<file path="src/rtl/dmem_arbiter.sv">
// Two-port arbiter in front of the single data-memory port: registers the winning command,
// routes the response back to its owner, and forces an error response if memory goes silent.
module dmem_arbiter #(
    parameter int TIMEOUT = 255
) (
    input  logic        i_clk,
    input  logic        i_rst,
    input  logic        i_m0_req,
    input  logic        i_m0_we,
    input  logic [3:0]  i_m0_be,
    input  logic [31:0] i_m0_addr,
    input  logic [31:0] i_m0_wdata,
    output logic        o_m0_gnt,
    output logic        o_m0_rvalid,
    output logic [31:0] o_m0_rdata,
    output logic        o_m0_err,
    input  logic        i_m1_req,
    input  logic        i_m1_we,
    input  logic [3:0]  i_m1_be,
    input  logic [31:0] i_m1_addr,
    input  logic [31:0] i_m1_wdata,
    output logic        o_m1_gnt,
    output logic        o_m1_rvalid,
    output logic [31:0] o_m1_rdata,
    output logic        o_m1_err,
    output logic        data_req_o,
    output logic        data_we_o,
    output logic [3:0]  data_be_o,
    output logic [31:0] data_addr_o,
    output logic [31:0] data_wdata_o,
    input  logic        data_gnt_i,
    input  logic        data_rvalid_i,
    input  logic        data_err_i,
    input  logic [31:0] data_rdata_i,
    output logic        o_spurious_rvalid
);

    localparam int CW = $clog2(TIMEOUT);
    localparam logic [CW-1:0] CNT_LAST = CW'(TIMEOUT - 1);
    localparam logic [31:0] NO_DATA = 32'hbabecafe;

    localparam logic [1:0] ST_IDLE = 2'd0;
    localparam logic [1:0] ST_REQ  = 2'd1;
    localparam logic [1:0] ST_WAIT = 2'd2;

    logic [1:0]    state_r;
    logic          owner_r;
    logic          last_owner_r;
    logic [CW-1:0] cnt_r;
    logic          spurious_r;

    logic          winner_s;
    logic          gnt_s;
    logic          resp_valid_s;
    logic          resp_err_s;
    logic [31:0]   resp_rdata_s;

    // On a tie the port that did not win last time goes first.
    assign winner_s     = (i_m0_req && i_m1_req) ? ~last_owner_r : i_m1_req;
    assign gnt_s        = (state_r == ST_REQ) && data_gnt_i;
    assign resp_valid_s = (state_r == ST_WAIT) && (data_rvalid_i || (cnt_r == CNT_LAST));
    assign resp_err_s   = data_rvalid_i ? data_err_i : 1'b1;
    assign resp_rdata_s = data_rvalid_i ? data_rdata_i : NO_DATA;

    assign o_m0_gnt    = gnt_s && !owner_r;
    assign o_m1_gnt    = gnt_s && owner_r;
    assign o_m0_rvalid = resp_valid_s && !owner_r;
    assign o_m1_rvalid = resp_valid_s && owner_r;
    assign o_m0_err    = o_m0_rvalid && resp_err_s;
    assign o_m1_err    = o_m1_rvalid && resp_err_s;
    assign o_m0_rdata  = o_m0_rvalid ? resp_rdata_s : NO_DATA;
    assign o_m1_rdata  = o_m1_rvalid ? resp_rdata_s : NO_DATA;

    assign o_spurious_rvalid = spurious_r;

    // Transaction FSM, command registers, timeout counter and sticky spurious flag.
    always_ff @(posedge i_clk) begin
        if (i_rst) begin
            state_r      <= ST_IDLE;
            owner_r      <= 1'b0;
            last_owner_r <= 1'b1;
            cnt_r        <= '0;
            spurious_r   <= 1'b0;
            data_req_o   <= 1'b0;
            data_we_o    <= 1'b0;
            data_be_o    <= 4'h0;
            data_addr_o  <= 32'h0;
            data_wdata_o <= 32'h0;
        end else begin
            if (data_rvalid_i && (state_r != ST_WAIT)) begin
                spurious_r <= 1'b1;
            end
            case (state_r)
                ST_IDLE: begin
                    if (i_m0_req || i_m1_req) begin
                        owner_r      <= winner_s;
                        data_req_o   <= 1'b1;
                        data_we_o    <= winner_s ? i_m1_we    : i_m0_we;
                        data_be_o    <= winner_s ? i_m1_be    : i_m0_be;
                        data_addr_o  <= winner_s ? i_m1_addr  : i_m0_addr;
                        data_wdata_o <= winner_s ? i_m1_wdata : i_m0_wdata;
                        state_r      <= ST_REQ;
                    end
                end
                ST_REQ: begin
                    if (data_gnt_i) begin
                        last_owner_r <= owner_r;
                        cnt_r        <= '0;
                        data_req_o   <= 1'b0;
                        data_we_o    <= 1'b0;
                        data_be_o    <= 4'h0;
                        data_addr_o  <= 32'h0;
                        data_wdata_o <= 32'h0;
                        state_r      <= ST_WAIT;
                    end
                end
                ST_WAIT: begin
                    // The counter stops at its last value; that cycle emits the forced response.
                    if (data_rvalid_i || (cnt_r == CNT_LAST)) begin
                        state_r <= ST_IDLE;
                    end else begin
                        cnt_r <= cnt_r + CW'(1);
                    end
                end
                default: begin
                    state_r <= ST_IDLE;
                end
            endcase
        end
    end

endmodule

</file>
<file path="config.mk">
export PLATFORM = sky130hd
export DESIGN_NAME = dmem_arbiter
export DESIGN_NICKNAME = d
export VERILOG_FILES = /design/src/rtl/dmem_arbiter.sv
export SDC_FILE = /design/constraint.sdc
export NUM_CORES = 1
export LEC_CHECK = 0
export CAP_MARGIN = 20
export CORE_AREA = 5 5 121 123
export CTS_CLUSTER_SIZE = 40
export DETAILED_ROUTE_END_ITERATION = 16
export DIE_AREA = 0 0 126 128
export PLACE_DENSITY_LB_ADDON = 0.08
export SYNTH_ARGS = -nofsm -noshare
export SYNTH_HDL_FRONTEND = slang
export SYNTH_SLANG_ARGS = --single-unit
</file>
<file path="constraint.sdc">
create_clock -name i_clk -period 2.2 [get_ports i_clk]
set_input_delay 0.44 -clock i_clk [delete_from_list [all_inputs] [get_ports i_clk]]
set_output_delay 0.44 -clock i_clk [all_outputs]
set_load 0.02 [all_outputs]
</file>
# ---- Word level (Yosys, flattened, before mapping)
# Cells that the tools add are included.
dict set report word_totals {
  regBits 83
  inputBits 177
}
dict set report op_classes {
  addsub 1
  eq_ne 8
  muxes 29
  bitwise 1
  reduce_logical 21
}
# op count
set op_table {}
lappend op_table {{32-bit two-way mux} 8}
lappend op_table {{32-bit one-hot mux with 2 select lines} 2}
lappend op_table {{8-bit two-way mux} 2}
lappend op_table {{8-bit one-hot mux with 2 select lines} 1}
lappend op_table {{4-bit two-way mux} 3}
lappend op_table {{1-bit logical AND} 10}
lappend op_table {{3-bit AND reduction} 3}
lappend op_table {{8-bit by 1-bit adder with 8-bit output (second input constant)} 1}
lappend op_table {{8-bit == test (second input constant)} 1}
lappend op_table {{2-bit != test (second input constant)} 4}
lappend op_table {{4-bit one-hot mux with 2 select lines} 1}
lappend op_table {{1-bit two-way mux} 6}
lappend op_table {{2-bit two-way mux} 3}
lappend op_table {{2-bit one-hot mux with 3 select lines} 1}
lappend op_table {{1-bit one-hot mux with 2 select lines} 2}
lappend op_table {{2-bit AND reduction} 2}
lappend op_table {{2-bit nonzero test} 2}
lappend op_table {{2-bit by 1-bit == test with 1-bit output (second input constant)} 1}
lappend op_table {{2-bit == test (second input constant)} 1}
lappend op_table {{2-bit zero test} 1}
lappend op_table {{1-bit logical OR} 2}
lappend op_table {{2-bit by 1-bit != test with 1-bit output (second input constant)} 1}
lappend op_table {{1-bit zero test} 1}
lappend op_table {{1-bit NOT} 1}

# ---- Depth between registers and ports, before layout
dict set report depth {
  depth_word 5
  ltp_mapped 7
}

# ---- Least setup slack after synthesis
# OpenSTA, ideal clock, no wires.
dict set report synth_path {
  path_type {flip-flop to output port}
  start {reg cnt_r[0]}
  end {out o_m1_err}
  t_arrival_ns 1.633
  t_required_ns 1.760
  path_slack_ns 0.127
  stages_incl_launch_ff 8
  n_path_buf 1
  path_cell_list {dfxtp_1 inv_1 ha_1 and3_1 a21oi_4 nor3b_4 buf_6 nor2b_1}
}
dict set report synth_via {
  elab_chain_cells 5
}
# item line
set synth_lines {}
lappend synth_lines {{start: declaration} 49} ;# logic [CW-1:0] cnt_r;
lappend synth_lines {{start signal: assignment} 122} ;# cnt_r <= cnt_r + CW'(1);
lappend synth_lines {{8-bit == test} 61} ;# assign resp_valid_s = (state_r == ST_WAIT) && (data_rvalid_i || (cnt_r == CNT_LAST));
lappend synth_lines {{1-bit logical OR} 61}
lappend synth_lines {{1-bit logical AND} 61}
lappend synth_lines {{1-bit logical AND} 68} ;# assign o_m1_rvalid = resp_valid_s && owner_r;
lappend synth_lines {{1-bit logical AND} 70} ;# assign o_m1_err = o_m1_rvalid && resp_err_s;
lappend synth_lines {{end: declaration} 25} ;# output logic o_m1_err,
# No other way between the ends.

# ---- Final worst setup path
dict set report layout_path {
  start {reg cnt_r[0]}
  end {out o_m1_rdata[24]}
}
dict set report layout_via {
  elab_chain_cells 5
}
# item line
set layout_lines {}
lappend layout_lines {{8-bit == test} 61}
lappend layout_lines {{1-bit logical OR} 61}
lappend layout_lines {{1-bit logical AND} 61}
lappend layout_lines {{1-bit logical AND} 68}
lappend layout_lines {{32-bit two-way mux} 72} ;# assign o_m1_rdata = o_m1_rvalid ? resp_rdata_s : NO_DATA;
lappend layout_lines {{end: declaration} 24} ;# output logic [31:0] o_m1_rdata,
# No other way between the ends.

==> impl_table.tex <==
\begin{tabular}{lr}
\hline
Metric & Value \\
\hline
\multicolumn{2}{l}{\textbf{Clock network}} \\
Later-pin clock latency in the skew report & approximately 0.33 ns \\
Deepest clock path buffer count & 2 \\
Number of clock sinks & 83 \\
Number of CTS-inserted buffers & 9 \\
CTS H-tree depth & 3 \\
CTS hold repair buffers & 0 \\
CTS Root Buffer Type & sky130\_fd\_sc\_hd\_\_clkbuf\_16 \\
Clock slew at reported path FFs & 0.06 ns \\
Clock tree from TritonCTS & yes \\
\multicolumn{2}{l}{\textbf{Synthesis}} \\
Cell types occupying the most area after synthesis & sky130\_fd\_sc\_hd\_\_dfxtp\_1, sky130\_fd\_sc\_hd\_\_mux2i\_1, sky130\_fd\_sc\_hd\_\_a2bb2oi\_1 \\
Post-synthesis instance area & 4300 µm² \\
Number of synthesis warnings & 0 \\
Cell count after synthesis & 488 \\
Distinct cell type count after synthesis & 39 \\
Per-instance average area after synthesis & 8.82 µm² \\
Sequential area share after synthesis & 38.6\% \\
Post-synthesis sequential element count & 83 \\
Cell type with the largest total area after synthesis & sky130\_fd\_sc\_hd\_\_dfxtp\_1 \\
Area fraction of the dominant cell type after synthesis & 38.6\% \\
Synthesized Nets & 667 \\
\multicolumn{2}{l}{\textbf{Min path}} \\
Hold crit path type & in2reg \\
\multicolumn{2}{l}{\textbf{Cells and area}} \\
Count of inserted antenna diode cells & 0 \\
Area added between synthesis and finish & 96.5\% \\
Nets & 996 \\
Fraction of layout instances using a drive strength above 1 & 21.7\% \\
Post-layout instance area & $\sim$8500 µm² \\
Layout Cells excl Fill & 1002 \\
\multicolumn{2}{l}{\textbf{Critical path}} \\
Kind of critical path & reg2out \\
Crit path launch type & register \\
Family of cells with the greatest summed delay on the critical path & simple AND/OR/NAND/NOR gates \\
Max stage delay on crit path & 0.32 ns \\
Category of the worst setup path capture point & output port \\
Crit path required time & around 1.8 ns \\
Bufs and invs on worst path & 4 \\
Arrival time reported for the critical path endpoint & 1.94 ns \\
Slowest cell on the critical path & sky130\_fd\_sc\_hd\_\_dfxtp\_2 \\
Maximum fanout count along the critical path & 5 \\
Series of cell instances along the critical path & inv\_2, ha\_4, and3\_4, a21oi\_4, nor3b\_4, buf\_12, buf\_6, and3\_4, buf\_6 \\
\multicolumn{2}{l}{\textbf{Routing}} \\
Total vias in the final route & 4844 \\
Drt first-iter violations & 176 \\
Number of design rule violations left after detail routing & 0 \\
Number of nets with antenna violations after routing & 0 \\
Average wire length per cell after detail routing & 17.0 µm \\
Average vias per placed instance & $\sim$4.8 \\
Total routed wirelength & 17.0 mm \\
First-pass DRT Iterations & 4 \\
\multicolumn{2}{l}{\textbf{Floorplan}} \\
IO Pins & 318 \\
Die width & between 100 and 150 µm \\
Starting Density & between 30\% and 40\% \\
Floorplan row count & 43 \\
CORE AREA & 13600 µm² \\
Die H & 128 µm \\
DIE AREA & between 15000 and 20000 µm² \\
\multicolumn{2}{l}{\textbf{Timing}} \\
Measured slew at the worst slew-check pin & 0.502 ns \\
Hold violation count in the final report & 0 \\
Minimum period implied by the final worst setup slack & around 2.4 ns \\
Hold Worst Slack & 0.412 ns \\
Setup WS post-layout & -0.181 ns \\
RSZ-0062 raised after global routing & true \\
Achievable frequency & around 420 MHz \\
Period utilisation layout & 108\% \\
Max-slew violation count & 0 \\
Setup violators final & 68 \\
Relative slew slack & 66.5\% \\
Clk\_skew & 0.00923 ns \\
\multicolumn{2}{l}{\textbf{Global route}} \\
Number of global-route vias before repair & 4927 \\
Total routing usage reported by global routing & 19.5\% \\
Initial antenna violation count & 0 \\
Maximum number of pins on one net before global-route repair & 47 \\
Final global-route overflow total & 0 \\
First-pass GRT wire length & 25.5 mm \\
\multicolumn{2}{l}{\textbf{Power}} \\
Proportion of power drawn by the clock network & a little under a third \\
Part of the power in registers & 36.7\% \\
Largest vdd supply drop & 362 µV \\
Net switching power of the design & 0.00129 W \\
Leak Pwr & around 3.5 nW \\
Comb power frac & 32.2\% \\
Cell-internal power & 0.00335 W \\
Power density relative to cell area & $\sim$550 nW/µm² \\
Switching portion of total power & 27.7\% \\
Design Power & around 0.0046 W \\
\multicolumn{2}{l}{\textbf{Place}} \\
Setup slack at placement & -0.475 ns \\
Port Buffer Count & 317 \\
Inst Count DP & 975 \\
Placed cell areas & roughly 7900 µm² \\
Final weighted congestion in routability-driven placement & 0.929 \\
Half-perimeter wire length of the detailed placement result & 13.0 mm \\
\multicolumn{2}{l}{\textbf{Status}} \\
Outcome & finished with violations \\
Failing checks & negative setup slack \\
\multicolumn{2}{l}{\textbf{Flow run}} \\
Maximum Capacitance Violations & 0 \\
\hline
\end{tabular}
power by group through the flow:
stage               Clock, W  Combinational [W]  Sequential [W]
floorplan                  0           0.000563         0.00187
global placement           0            0.00147         0.00172
detailed placement         0            0.00149         0.00173
CTS                  0.00149            0.00149         0.00170
global route         0.00156            0.00160         0.00172
finish               0.00144            0.00150         0.00170
logic make-up after synthesis:
| logic type | synth area share, % |
|---|---|
| buffers and inverters | 4.85 |
| flip-flops | 38.6 |
| multiplexers | 16.5 |
| AND/OR/NAND/NOR | 21.1 |
| adder cells (fa/ha/maj) | 0.581 |
| AO/OA/AOI/OAI | 18.3 |
worst reg2reg max path, stage by stage, from the launching register on:
cell and delay, ns:
sky130_fd_sc_hd__dfxtp_2 0.34, sky130_fd_sc_hd__inv_2 0.05, sky130_fd_sc_hd__ha_4 0.15, sky130_fd_sc_hd__and3_4 0.18, sky130_fd_sc_hd__buf_4 0.13, sky130_fd_sc_hd__buf_4 0.13, sky130_fd_sc_hd__a211o_1 0.34, sky130_fd_sc_hd__nand2_1 0.23
sky130_fd_sc_hd__a31oi_1 0.14
Yosys cell counts, drive strengths merged:
master   count
inv          3
a211o        2
or3b         2
a2bb2oi     69
and2         1
and3b        1
or2          1
and4         1
nand3        3
nor3b        1
a22oi        1
nor3         2
buf         17
ha           2
mux2         1
nand2       53
a21o         1
mux2i       70
a21boi       2
a41oi        2
and3        21
nand3b       1
a31oi        7
nor4b        1
clkbuf      26
nand2b       1
nor2        77
nor4         1
a21oi        8
nor2b       24
o21ai        3
dfxtp       83
layout by cell type (no fill, tap or decap), drive strengths merged, types with 13 or more instances in the layout:
master,instances
a2bb2oi,69
and3,21
buf,112
clkbuf,13
clkdlybuf4s50,245
dfxtp,83
mux2i,70
nand2,53
nor2,77
nor2b,24
flip-flops by register name, indices dropped and copies added, names as in the netlist:
name	flops
data_req_o	1
data_wdata_o	32
o_spurious_rvalid	1
owner_r	1
last_owner_r	1
data_be_o	4
state_r	2
data_addr_o	32
cnt_r	8
data_we_o	1
path summary, 6_finish.rpt:
path	start	to	slack [ns]	cells after the start
hold reg to reg	data_req_o	data_req_o	0.46	2
hold / removal	i_rst	cnt_r[1]	0.41	2
setup reg to reg	cnt_r[0]	cnt_r[6]	0.40	8
setup / recovery	cnt_r[0]	o_m1_rdata[24]	-0.18	9
per-layer routing:
metal  global-route usage [%]  part of all wire [%]
met3                     6.25                   7.5
met5                        0                     0
met1                     20.9                    37
met4                     7.19                   1.9
met2                     35.7                    54
stage by stage:
stage	utilization, %	TNS, ns
2_1_floorplan	-	0
3_3_place_gp	58.2	-25.52
3_5_place_dp	58.2	-27.93
4_1_cts	59.3	-5.70
5_1_grt	62.4	-13.42
6_report	62.4	-7.68
timing repair:
| item | in CTS | in global routing |
|---|---|---|
| setup buffers | 6 | 3 |
| endpoints found under the setup margin | 70 | 68 |
| resized for setup | 298 | 132 |
| pin swaps | 3 | 14 |
| gates cloned | 1 | 2 |
final cells by class:
cell class | count | area [µm²]
inverters | 3 | 11.3
flip-flops and latches | 83 | 1660
repair buffers | 361 | 3620
fillers | 1129 | 5100
clock buffers | 12 | 236
clock inverters | 4 | 51.3
well taps | 180 | 225
multi-input cells | 359 | 2650
No activity file was read; power rests on OpenSTA's default activity.
